==> src/rtl/ex_div.sv <==
// Iterative radix-2 restoring divider for the EX stage (RISC-V M DIV/DIVU/REM/REMU).
// Define DIV_FAST_EN to retire divide-by-zero and |divisor| > |dividend| cases without iterating.
module ex_div #(
    parameter int unsigned XLEN = 32
) (
    input  logic            clk,
    input  logic            rst_n,
    input  logic            pipe_flush,
    input  logic            div_req,
    input  logic            div_sign,
    input  logic            div_res_sel,
    input  logic [XLEN-1:0] dividend,
    input  logic [XLEN-1:0] divisor,
    input  logic            div_ack,
    output logic            div_stall,
    output logic            div_valid,
    output logic            div_busy,
    output logic [XLEN-1:0] div_result
);

    localparam int unsigned CntW = $clog2(XLEN);
    localparam logic [XLEN-1:0] OneX = {{(XLEN-1){1'b0}}, 1'b1};

    typedef enum logic [1:0] {StIdle, StCalc, StFix, StDone} state_e;

    state_e            state_q, state_d;
    logic [CntW-1:0]   cnt_q, cnt_d;
    logic [XLEN-1:0]   rem_q, rem_d;
    logic [XLEN-1:0]   quo_q, quo_d;
    logic [XLEN-1:0]   dvs_q, dvs_d;
    logic              qneg_q, qneg_d;
    logic              rneg_q, rneg_d;
    logic              sel_q, sel_d;
    logic [XLEN-1:0]   result_q, result_d;

    logic [XLEN-1:0]   dvd_abs, dvs_abs;
    logic              dvd_neg, dvs_neg;
    logic [XLEN:0]     shifted;
    logic [XLEN-1:0]   diff;
    logic              borrow;
    logic [XLEN-1:0]   q_fix, r_fix;

    always_comb begin
        dvd_neg = div_sign & dividend[XLEN-1];
        dvs_neg = div_sign & divisor[XLEN-1];
        dvd_abs = dvd_neg ? (~dividend + OneX) : dividend;
        dvs_abs = dvs_neg ? (~divisor + OneX) : divisor;

        // Shifted partial remainder is XLEN+1 bits; after a successful subtract it fits in XLEN.
        shifted = {rem_q, quo_q[XLEN-1]};
        borrow  = shifted < {1'b0, dvs_q};
        diff    = shifted[XLEN-1:0] - dvs_q;

        q_fix = qneg_q ? (~quo_q + OneX) : quo_q;
        r_fix = rneg_q ? (~rem_q + OneX) : rem_q;
    end

    always_comb begin
        state_d  = state_q;
        cnt_d    = cnt_q;
        rem_d    = rem_q;
        quo_d    = quo_q;
        dvs_d    = dvs_q;
        qneg_d   = qneg_q;
        rneg_d   = rneg_q;
        sel_d    = sel_q;
        result_d = result_q;

        case (state_q)
            StIdle: begin
                if (div_req) begin
                    dvs_d   = dvs_abs;
                    quo_d   = dvd_abs;
                    rem_d   = '0;
                    cnt_d   = '0;
                    qneg_d  = div_sign & (dividend[XLEN-1] ^ divisor[XLEN-1]) & (divisor != '0);
                    rneg_d  = dvd_neg;
                    sel_d   = div_res_sel;
                    state_d = StCalc;
`ifdef DIV_FAST_EN
                    if ((dvs_abs == '0) || (dvs_abs > dvd_abs)) begin
                        quo_d   = (dvs_abs == '0) ? '1 : '0;
                        rem_d   = dvd_abs;
                        state_d = StFix;
                    end
`endif
                end
            end
            StCalc: begin
                rem_d = borrow ? shifted[XLEN-1:0] : diff;
                quo_d = {quo_q[XLEN-2:0], ~borrow};
                cnt_d = cnt_q + 1'b1;
                if (cnt_q == CntW'(XLEN - 1)) begin
                    state_d = StFix;
                end
            end
            StFix: begin
                result_d = sel_q ? r_fix : q_fix;
                state_d  = StDone;
            end
            StDone: begin
                if (div_ack) begin
                    state_d = StIdle;
                end
            end
            default: state_d = StIdle;
        endcase

        if (pipe_flush) begin
            state_d = StIdle;
        end
    end

    always_ff @(posedge clk or negedge rst_n) begin
        if (!rst_n) begin
            state_q  <= StIdle;
            cnt_q    <= '0;
            rem_q    <= '0;
            quo_q    <= '0;
            dvs_q    <= '0;
            qneg_q   <= 1'b0;
            rneg_q   <= 1'b0;
            sel_q    <= 1'b0;
            result_q <= '0;
        end else begin
            state_q  <= state_d;
            cnt_q    <= cnt_d;
            rem_q    <= rem_d;
            quo_q    <= quo_d;
            dvs_q    <= dvs_d;
            qneg_q   <= qneg_d;
            rneg_q   <= rneg_d;
            sel_q    <= sel_d;
            result_q <= result_d;
        end
    end

    assign div_valid  = (state_q == StDone);
    assign div_busy   = (state_q == StCalc) || (state_q == StFix);
    assign div_stall  = div_req & ~div_valid;
    assign div_result = result_q;

endmodule

==> config.mk <==
export PLATFORM = sky130hd
export DESIGN_NAME = ex_div
export DESIGN_NICKNAME = d
export VERILOG_FILES = /design/src/rtl/ex_div.sv
export SDC_FILE = /design/constraint.sdc
export NUM_CORES = 1
export LEC_CHECK = 0
export CELL_PAD_IN_SITES_DETAIL_PLACEMENT = 2
export CELL_PAD_IN_SITES_GLOBAL_PLACEMENT = 2
export CORE_MARGIN = 5
export CORE_UTILIZATION = 37
export CTS_BUF_LIST = sky130_fd_sc_hd__clkbuf_8 sky130_fd_sc_hd__clkbuf_16
export DETAILED_ROUTE_END_ITERATION = 10
export PLACE_DENSITY_LB_ADDON = 0.08
export SETUP_SLACK_MARGIN = 0.4
export SLEW_MARGIN = 20
export SYNTH_ARGS = -nofsm -noshare
export SYNTH_HDL_FRONTEND = slang
export SYNTH_SLANG_ARGS = --single-unit
==> constraint.sdc <==
create_clock -name clk -period 5 [get_ports clk]
set_input_delay 1 -clock clk [delete_from_list [all_inputs] [get_ports clk]]
set_output_delay 1 -clock clk [all_outputs]
set_load 0.01 [all_outputs]
**After elaboration in Yosys (flattened, before gate mapping)**

Cells that the tools add are included.

- Logic and storage cells: 60
- Output and inout bits: 35
- Bits in registers: 138

- Bitwise logic cells: 12
- Add/subtract/negate cells: 6
- Magnitude comparators: 1
- Muxes and demuxes: 17
- Reductions and logical operators: 7
- Eq/ne operators: 8

Operators by type and width:

| cell | count |
|---|---|
| $mux 32 | 8 |
| $add 32x1->32 const B | 4 |
| $not 32->32 | 4 |
| $pmux 32 s2 | 2 |
| $lt 33x32->1 | 1 |
| $reduce_bool 32->1 | 1 |
| $sub 32x32->32 | 1 |
| $pmux 5 s2 | 1 |
| $ne 3x3->1 const B | 3 |
| $mux 2 | 4 |
| $pmux 2 s4 | 1 |
| $add 5x1->5 const B | 1 |
| $and 1x1->1 | 5 |
| $eq 5x5->1 const B | 1 |
| $mux 5 | 1 |
| $eq 2x2->1 const B | 2 |
| $reduce_and 2->1 | 2 |
| $reduce_and 3->1 | 1 |
| $eq 2x1->1 const B | 1 |
| $logic_not 2->1 | 1 |
| $ne 2x2->1 const B | 1 |
| $not 1->1 | 2 |
| $reduce_bool 2->1 | 1 |
| $logic_or 1x1->1 | 1 |
| $xor 1x1->1 | 1 |

**Logic depth before layout (Yosys ltp)**

Gate-level depths: netlist of run 1.

- Depth after elaboration: 5
- Mapped depth: 13
- Gate-level depth less buffers: 12

**Least setup slack after synthesis of run 1**

OpenSTA, ideal clock, no wires.

- Path kind: input port to flip-flop
- Start: in dividend[14]
- End: reg quo_q[29]
- Path buffers: 0
- Arrival time: 2.869 ns
- Setup time: 0.136 ns
- Data required time: 4.864 ns
- Stages on the path: 8
- Slack: 1.995 ns
- Cells stage by stage: or3_1 -> or3_1 -> nor4_1 -> nand2_1 -> o41ai_1 -> xnor2_1 -> a31oi_1 -> o21ai_0

- Word-level cells in the longest chain between the ends: 5

RTL lines:

| what | RTL line | text |
|---|---|---|
| start, declared | 12 | `input logic [XLEN-1:0] dividend,` |
| $not 32->32 | 46 | `dvd_abs = dvd_neg ? (~dividend + OneX) : dividend;` |
| $add 32x1->32 | 46 |  |
| $mux 32 | 46 |  |
| $mux 32 | 71 | `if (div_req) begin` |
| $pmux 32 s2 | 69 | `case (state_q)` |
| end signal, assigned | 129 | `quo_q <= quo_d;` |
| end, declared | 29 | `logic [XLEN-1:0] quo_q, quo_d;` |

Every way passes these cells. The select of a mux whose other input is x is not followed.
A chain may end at the register's enable or synchronous reset.

**Worst setup path after layout of run 1**

- Start: reg rem_q[19]
- End: reg rem_q[27]

- Word-level cells in the longest chain between the ends: 3
- Elaborated cells on any way between the ends: 4

RTL lines:

| what | RTL line | text |
|---|---|---|
| start, declared | 28 | `logic [XLEN-1:0] rem_q, rem_d;` |
| start signal, assigned | 128 | `rem_q <= rem_d;` |
| $sub 32x32->32 or $lt 33x32->1 (tied branches) | 52, 51 |  |
| $mux 32 (*) | 90 | `rem_d = borrow ? shifted[XLEN-1:0] : diff;` |
| $pmux 32 s2 (*) | 69 |  |

Mark *: on every way between the ends. The rest lies on a longest branch, timed or not.

==> results.toml, run 1 <==
[worst_setup_path]
start_kind = "flip-flop"
path_buf_inv = 1
endpoint = "rem_q[27]$_DFFE_PN0P_"
path_class = "flip-flop to flip-flop"
ff2ff_setup_slack_ns = 1.47
critical-path-top-delay-family = "compound AO/OA/AOI/OAI gates"
cp_slowest_cell = "o21ai_1"
arrival_ns = 3.79
max_stage_delay_ns = 0.75
path_cells = "ha_1, a21oi_1, o21ai_0, a21oi_1, o211ai_1, a21boi_0, a21boi_0, buf_4, o21ai_1, o211ai_1"
rr_startpoint = "rem_q[19]$_DFFE_PN0P_"
cp-end-kind = "flip-flop"
cp.depth = 10
timing.rr.end = "rem_q[27]$_DFFE_PN0P_"
crit_fanout = 13
r2r_cells = 10
cp.required_ns = 5.26
crit_start = "rem_q[19]$_DFFE_PN0P_"

[cells_and_area]
layoutNonFillerInstCount = 1787
layout_common_cells = "175 x nand2_1, 138 x dfrtp_1, 133 x o21ai_0"
layout-drive-gt1-share = 0.0518
fill_cells = 3211
multiInputGateArea_mm2 = 0.00658
final_common_cell = "nand2_1"
final_nets = 1510
seqCellArea_mm2 = 0.00345
n_antenna_cell = 0
area_growth_pct = 19.2

[route]
drtIter0Drc = 513
drt-total-wl_um = 39300
routedWlPerCell_um = 22.0
num_vias = 10300
detail-route-antenna-nets = 0
first_pass_iters = 5
drc = 0
via_per_inst = 5.76

[logic_synthesis]
synth-seq-cells = 138
synthDominantCellAreaShare = 0.328
ys.warnings.count = 0
synth_cell_types = 66
synth.net_count = 1437
syn_inst = 1323
synth_area_mm2 = 0.0105
synth.avg_cell_area_um2 = 7.96
seq_area_frac_synth = 0.328
synth_flop_cell = "dfrtp_1"
synth_edf_count = 0
synth_top_area_cell = "dfrtp_1"
yosys-top-cells-area = "dfrtp_1 33%, o21ai_0 6.3%, nand2_1 6.3%"
async_flop_share = 1.00

[placement]
numPortBuffers = 105
dp_hpwl_um = 29600
place_congestion = 0.850
placed_cells = 1755

[power]
total_leakage_power_nw = 5.26
peakVddDrop_mv = 0.405
p_total_w = 0.00713
power.density_mw_per_mm2 = 567

[sta]
finalSetupTns_ns = 0
fin_worst_skew_ns = 0.0148
hold_violations = 0
setup_viol = 0
slew_violations = 0
rsz0062_at_grt = "false"
period_share = 0.706
period_needed_ns = 3.53
fmax_mhz = 283
tightest_slew_ns = 1.07
slew_headroom = 0.289

[global_route]
grt_pass1_wl_um = 63200
gr-total-overflow = 0
antenna_found_initial = 0
grt_pass1_vias = 11100
grt_usage = 0.251
grt_max_degree = 105

[die]
die_height_um = 179
num_rows = 61
initial_core_util = 0.377
core_area_mm2 = 0.0279
die_area_mm2 = 0.0320
dieWidth_um = 179
io_pins = 106

[clock_network]
cts_resized = 0
cts_hold_buf = 0
cts_inserted_buffers = 17
cts_sinks = 138
cts_root_buffer = "clkbuf_16"
htree_num_levels = 4
clk_latency_ns = 0.43
clkTransAtPathRegs_ns = 0.07
cts_tree = "built"
cts_buffer_depth = 2
postCtsSetupBuffers = 0

[run]
drv_cap = 0

[worst_hold_path]
hold_path.class = "flip-flop to flip-flop"
worstHoldPathCells = 2

[run_status]
status = "finished, final reports clean"
-- layer usage --
metal	up-vias	track usage	part of all wire
li1	4881	-	-
met1	5224	0.359	0.50
met2	166	0.411	0.47
met3	28	0.0302	0.027
met4	0	0.0476	0.011
met5	-	0	0
-- report_power, final --
part	total, W	internal (W)	switching (W)	leakage (nW)
registers	0.00200	0.00153	0.000473	1.76
clock network	0.00132	0.000715	0.000602	0.288
logic	0.00381	0.00145	0.00236	3.21
-- how the worst min path moves through the flow --
stage	startpoint	to	slack (ns)
detailed placement	dvs_q[28]$_DFFE_PN0P_	dvs_q[28]$_DFFE_PN0P_	0.47
floorplan	dvs_q[31]$_DFFE_PN0P_	dvs_q[31]$_DFFE_PN0P_	0.45
CTS	dvs_q[28]$_DFFE_PN0P_	dvs_q[28]$_DFFE_PN0P_	0.49
finish	dvs_q[28]$_DFFE_PN0P_	dvs_q[28]$_DFFE_PN0P_	0.48
global placement	dvs_q[2]$_DFFE_PN0P_	dvs_q[2]$_DFFE_PN0P_	0.46
global route	dvs_q[29]$_DFFE_PN0P_	dvs_q[29]$_DFFE_PN0P_	0.51
-- kinds of logic (layout without fill, tap and decap cells) --
kind of cell               after synthesis  count (layout)  share of synthesized area
and+or+nand+nor                        434             434                      0.197
AOI/OAI and AO/OA                      416             416                      0.246
buffers and inverters                  141             227                     0.0502
xor gates and xnor gates               138             138                      0.115
DFF                                    138             138                      0.328
adders and majority gates               43              43                     0.0518
muxes                                   13              13                     0.0129
-- flip-flops by register name, summed over array words and instances, names as in the netlist --
name / count
cnt_q: 5
state_q: 2
rneg_q: 1
qneg_q: 1
dvs_q: 32
rem_q: 32
div_result: 32
sel_q: 1
quo_q: 32
-- cell type report --
cell class,count,area share
Clock buffer,17,0.0339
Clock inverter,15,0.0135
Inverter,73,0.0218
Multi-Input combinational cell,1044,0.524
Sequential cell,138,0.275
Tap cell,378,0.0377
Timing Repair Buffer,122,0.0942
-- per-stage QoR --
stage / hold slack (ns) / cell area (µm²) / worst slack (ns) / util
after detailed placement: 0.471 / 12000 / 1.21 / 0.428
after global placement: 0.461 / 12000 / 1.26 / 0.428
after global routing: 0.509 / 12600 / 1.21 / 0.450
final: 0.479 / 12600 / 1.47 / 0.450
after CTS: 0.485 / 12600 / 1.46 / 0.449
after floorplan: 0.449 / 10500 / 1.99 / -
-- cell usage after synthesis (all sizes together), types with 3 or more instances --
| cell | instances |
|---|---|
| o221ai | 8 |
| nand4 | 25 |
| o31ai | 31 |
| nand2b | 21 |
| o21bai | 4 |
| buf | 7 |
| xnor2 | 72 |
| ha | 42 |
| dfrtp | 138 |
| and3 | 11 |
| a211oi | 9 |
| o211ai | 42 |
| nor2 | 82 |
| nor3 | 26 |
| a21boi | 3 |
| or3 | 19 |
| o22ai | 7 |
| clkbuf | 61 |
| o21a | 8 |
| and2 | 12 |
| a32o | 3 |
| nor2b | 9 |
| a21o | 15 |
| a21oi | 101 |
| mux2 | 5 |
| nand2 | 176 |
| a22oi | 4 |
| nor4 | 14 |
| o21ai | 138 |
| inv | 71 |
| nand3b | 3 |
| xor2 | 66 |
| mux2i | 8 |
| nand3 | 15 |
| or4 | 13 |
| a31oi | 10 |
| o41ai | 13 |
| a22o | 3 |
-- tightest hold or removal path, delay by kind of cell (launching register included) --
family	cells	cell delay, ns
flops	1	0.34
simple gates	1	0.05
compound gates	1	0.06
Note: power is estimated with default switching activity, not from simulation.
==> run 2, diff against run 1 <==
Settings changed: CORE_UTILIZATION 37 to 31.
Clock period 5 ns to 2.9 ns, I/O delays scaled along.
==> results.toml, run 2 (same netlist as run 1, synthesis figures left out) <==
[run_status]
status = "finished with violations"
violations = "negative setup slack"

[worst_setup_path]
crit_fanout = 5
path_buf_inv = 0
arrival_ns = 3.41
cp-end-kind = "flip-flop"
max_stage_delay_ns = 0.54
rr_startpoint = "rem_q[13]$_DFFE_PN0P_"
crit_start = "rem_q[13]$_DFFE_PN0P_"
cp_slowest_cell = "or4_4"
critical-path-top-delay-family = "simple AND/OR/NAND/NOR gates"
cp.required_ns = 3.20
path_cells = "or4_4, or3_4, or4_4, or4_4, o41ai_4, xor2_1, o221ai_1"
crit_top_cell = "or4_4"
start_kind = "flip-flop"
path_class = "flip-flop to flip-flop"

[route]
first_pass_iters = 4
detail-route-antenna-nets = 0
drtIter0Drc = 410
num_vias = 11000
via_per_inst = 5.39
drc = 0
routedWlPerCell_um = 21.9
drt-total-wl_um = 44800

[die]
die_height_um = 194
die_area_mm2 = 0.0378
num_rows = 67
initial_core_util = 0.314
io_pins = 106
core_area_mm2 = 0.0335
dieWidth_um = 194

[power]
p_total_w = 0.0144
swShare = 0.457
peakVddDrop_mv = 0.528
pwr-share-clk = 0.169
total_leakage_power_nw = 6.48
combPwrFrac = 0.589
p_int_w = 0.00782
p_switching_w = 0.00657
seqPwrFrac = 0.242
power.density_mw_per_mm2 = 946

[placement]
numPortBuffers = 105
dp_slack_ns = -0.301
place_congestion = 0.833
dp_hpwl_um = 32800

[sta]
slew_headroom = 0.402
fin_worst_skew_ns = 0.00925
setup_viol = 12
hold_ws_ns = 0.0797
rsz0062_at_grt = "true"
period_share = 1.07
tightest_slew_ns = 0.897
hold_violations = 0
slew_violations = 0
setup_ws_ns = -0.211
fmax_mhz = 321
period_needed_ns = 3.11
finalSetupTns_ns = -1.15

[cells_and_area]
area_growth_pct = 44.3
fill_cells = 3730
layout-drive-gt1-share = 0.248
multiInputGateArea_mm2 = 0.00749
final_nets = 1697
seqCellArea_mm2 = 0.00346
n_antenna_cell = 0
layout_common_cells = "170 x nand2_1, 170 x buf_4, 135 x dfrtp_1"

[clock_network]
cts_buffer_depth = 2
cts_sinks = 138
htree_num_levels = 4
cts_hold_buf = 0
clkTransAtPathRegs_ns = 0.06
cts_inserted_buffers = 17
cts_root_buffer = "clkbuf_16"
cts_tree = "built"
clk_latency_ns = 0.44

[global_route]
grt_max_degree = 66
antenna_found_initial = 0
grt_pass1_wl_um = 69500
grt_pass1_vias = 12200
gr-total-overflow = 0
grt_usage = 0.229

[run]
drv_cap = 0

[worst_hold_path]
hold_path.class = "primary input to async pin"
run 2: changes by cell type in the layout (fill, tap and decap cells not counted), moves of 12 or more:
cell             delta
ha_4               +13
buf_4             +153
o21ai_0            -25
ha_1               -14
buf_6              +27
clkdlybuf4s50_1    -15
o21ai_2            +12
a21oi_2            +12
a21oi_1            -16
run 2: cell type report:
type                    instances  share of cell area
inverters                      73              0.0180
clock buffers                  17              0.0280
well taps                     448              0.0369
flip-flops and latches        138               0.227
multi-input cells            1044               0.493
repair buffers                309               0.184
clock inverters                14              0.0135
run 2: worst register-to-register path, cell delays in order, from the launching register on:
cell and delay [ns]:
dfrtp_1 0.38, or4_4 0.54, or3_4 0.38, or4_4 0.52
or4_4 0.51, o41ai_4 0.29, xor2_1 0.22, o221ai_1 0.13
run 2: routing by layer:
layer,vias up,GRT usage,part of all wire
met1,5566,0.312,0.47
met3,50,0.0298,0.024
met4,0,0.0563,0.018
met2,162,0.388,0.49
met5,-,0,0
li1,5241,-,-
run 2: worst paths after layout:
| check | to | slack [ns] | cells after the start |
|---|---|---|---|
| max | div_result[31]$_DFFE_PN0N_ | -0.21 | 7 |
| min | div_result[22]$_DFFE_PN0N_ | 0.08 | 1 |
| max reg2reg | div_result[31]$_DFFE_PN0N_ | -0.21 | 7 |
| min reg2reg | dvs_q[19]$_DFFE_PN0P_ | 0.48 | 2 |
| max in group asynchronous | rem_q[14]$_DFFE_PN0P_ | 2.07 | 2 |
| min in group clk | dvs_q[19]$_DFFE_PN0P_ | 0.48 | 2 |
run 2: per-stage QoR:
stage | instances | utilization | instance area (µm²)
after floorplan | 1323 | - | 10600
after global placement | 1974 | 0.397 | 13300
after detailed placement | 1974 | 0.397 | 13300
after CTS | 2028 | 0.440 | 14800
after global routing | 2043 | 0.454 | 15200
final | 2043 | 0.454 | 15200
run 2: power groups by stage:
stage / clock (W) / sequential (W) / combinational, W
2_1_floorplan: 0 / 0.00323 / 0.00439
3_3_place_gp: 0 / 0.00342 / 0.00710
3_5_place_dp: 0 / 0.00346 / 0.00736
4_1_cts: 0.00249 / 0.00346 / 0.00815
5_1_grt: 0.00257 / 0.00359 / 0.00922
6_report: 0.00243 / 0.00348 / 0.00848
run 2: what timing repair did:
item | CTS | global route
resized for setup | 149 | 90
cloned | 1 | 0
endpoints found under the setup margin | 62 | 75
pin swaps | 69 | 77
setup buffers | 22 | 15
==> run 3, diff against run 2 <==
Settings changed: HOLD_SLACK_MARGIN set to 0.05.
==> results of run 3 <==
The final DEF is identical to that of run 2; final timing and power are the same.
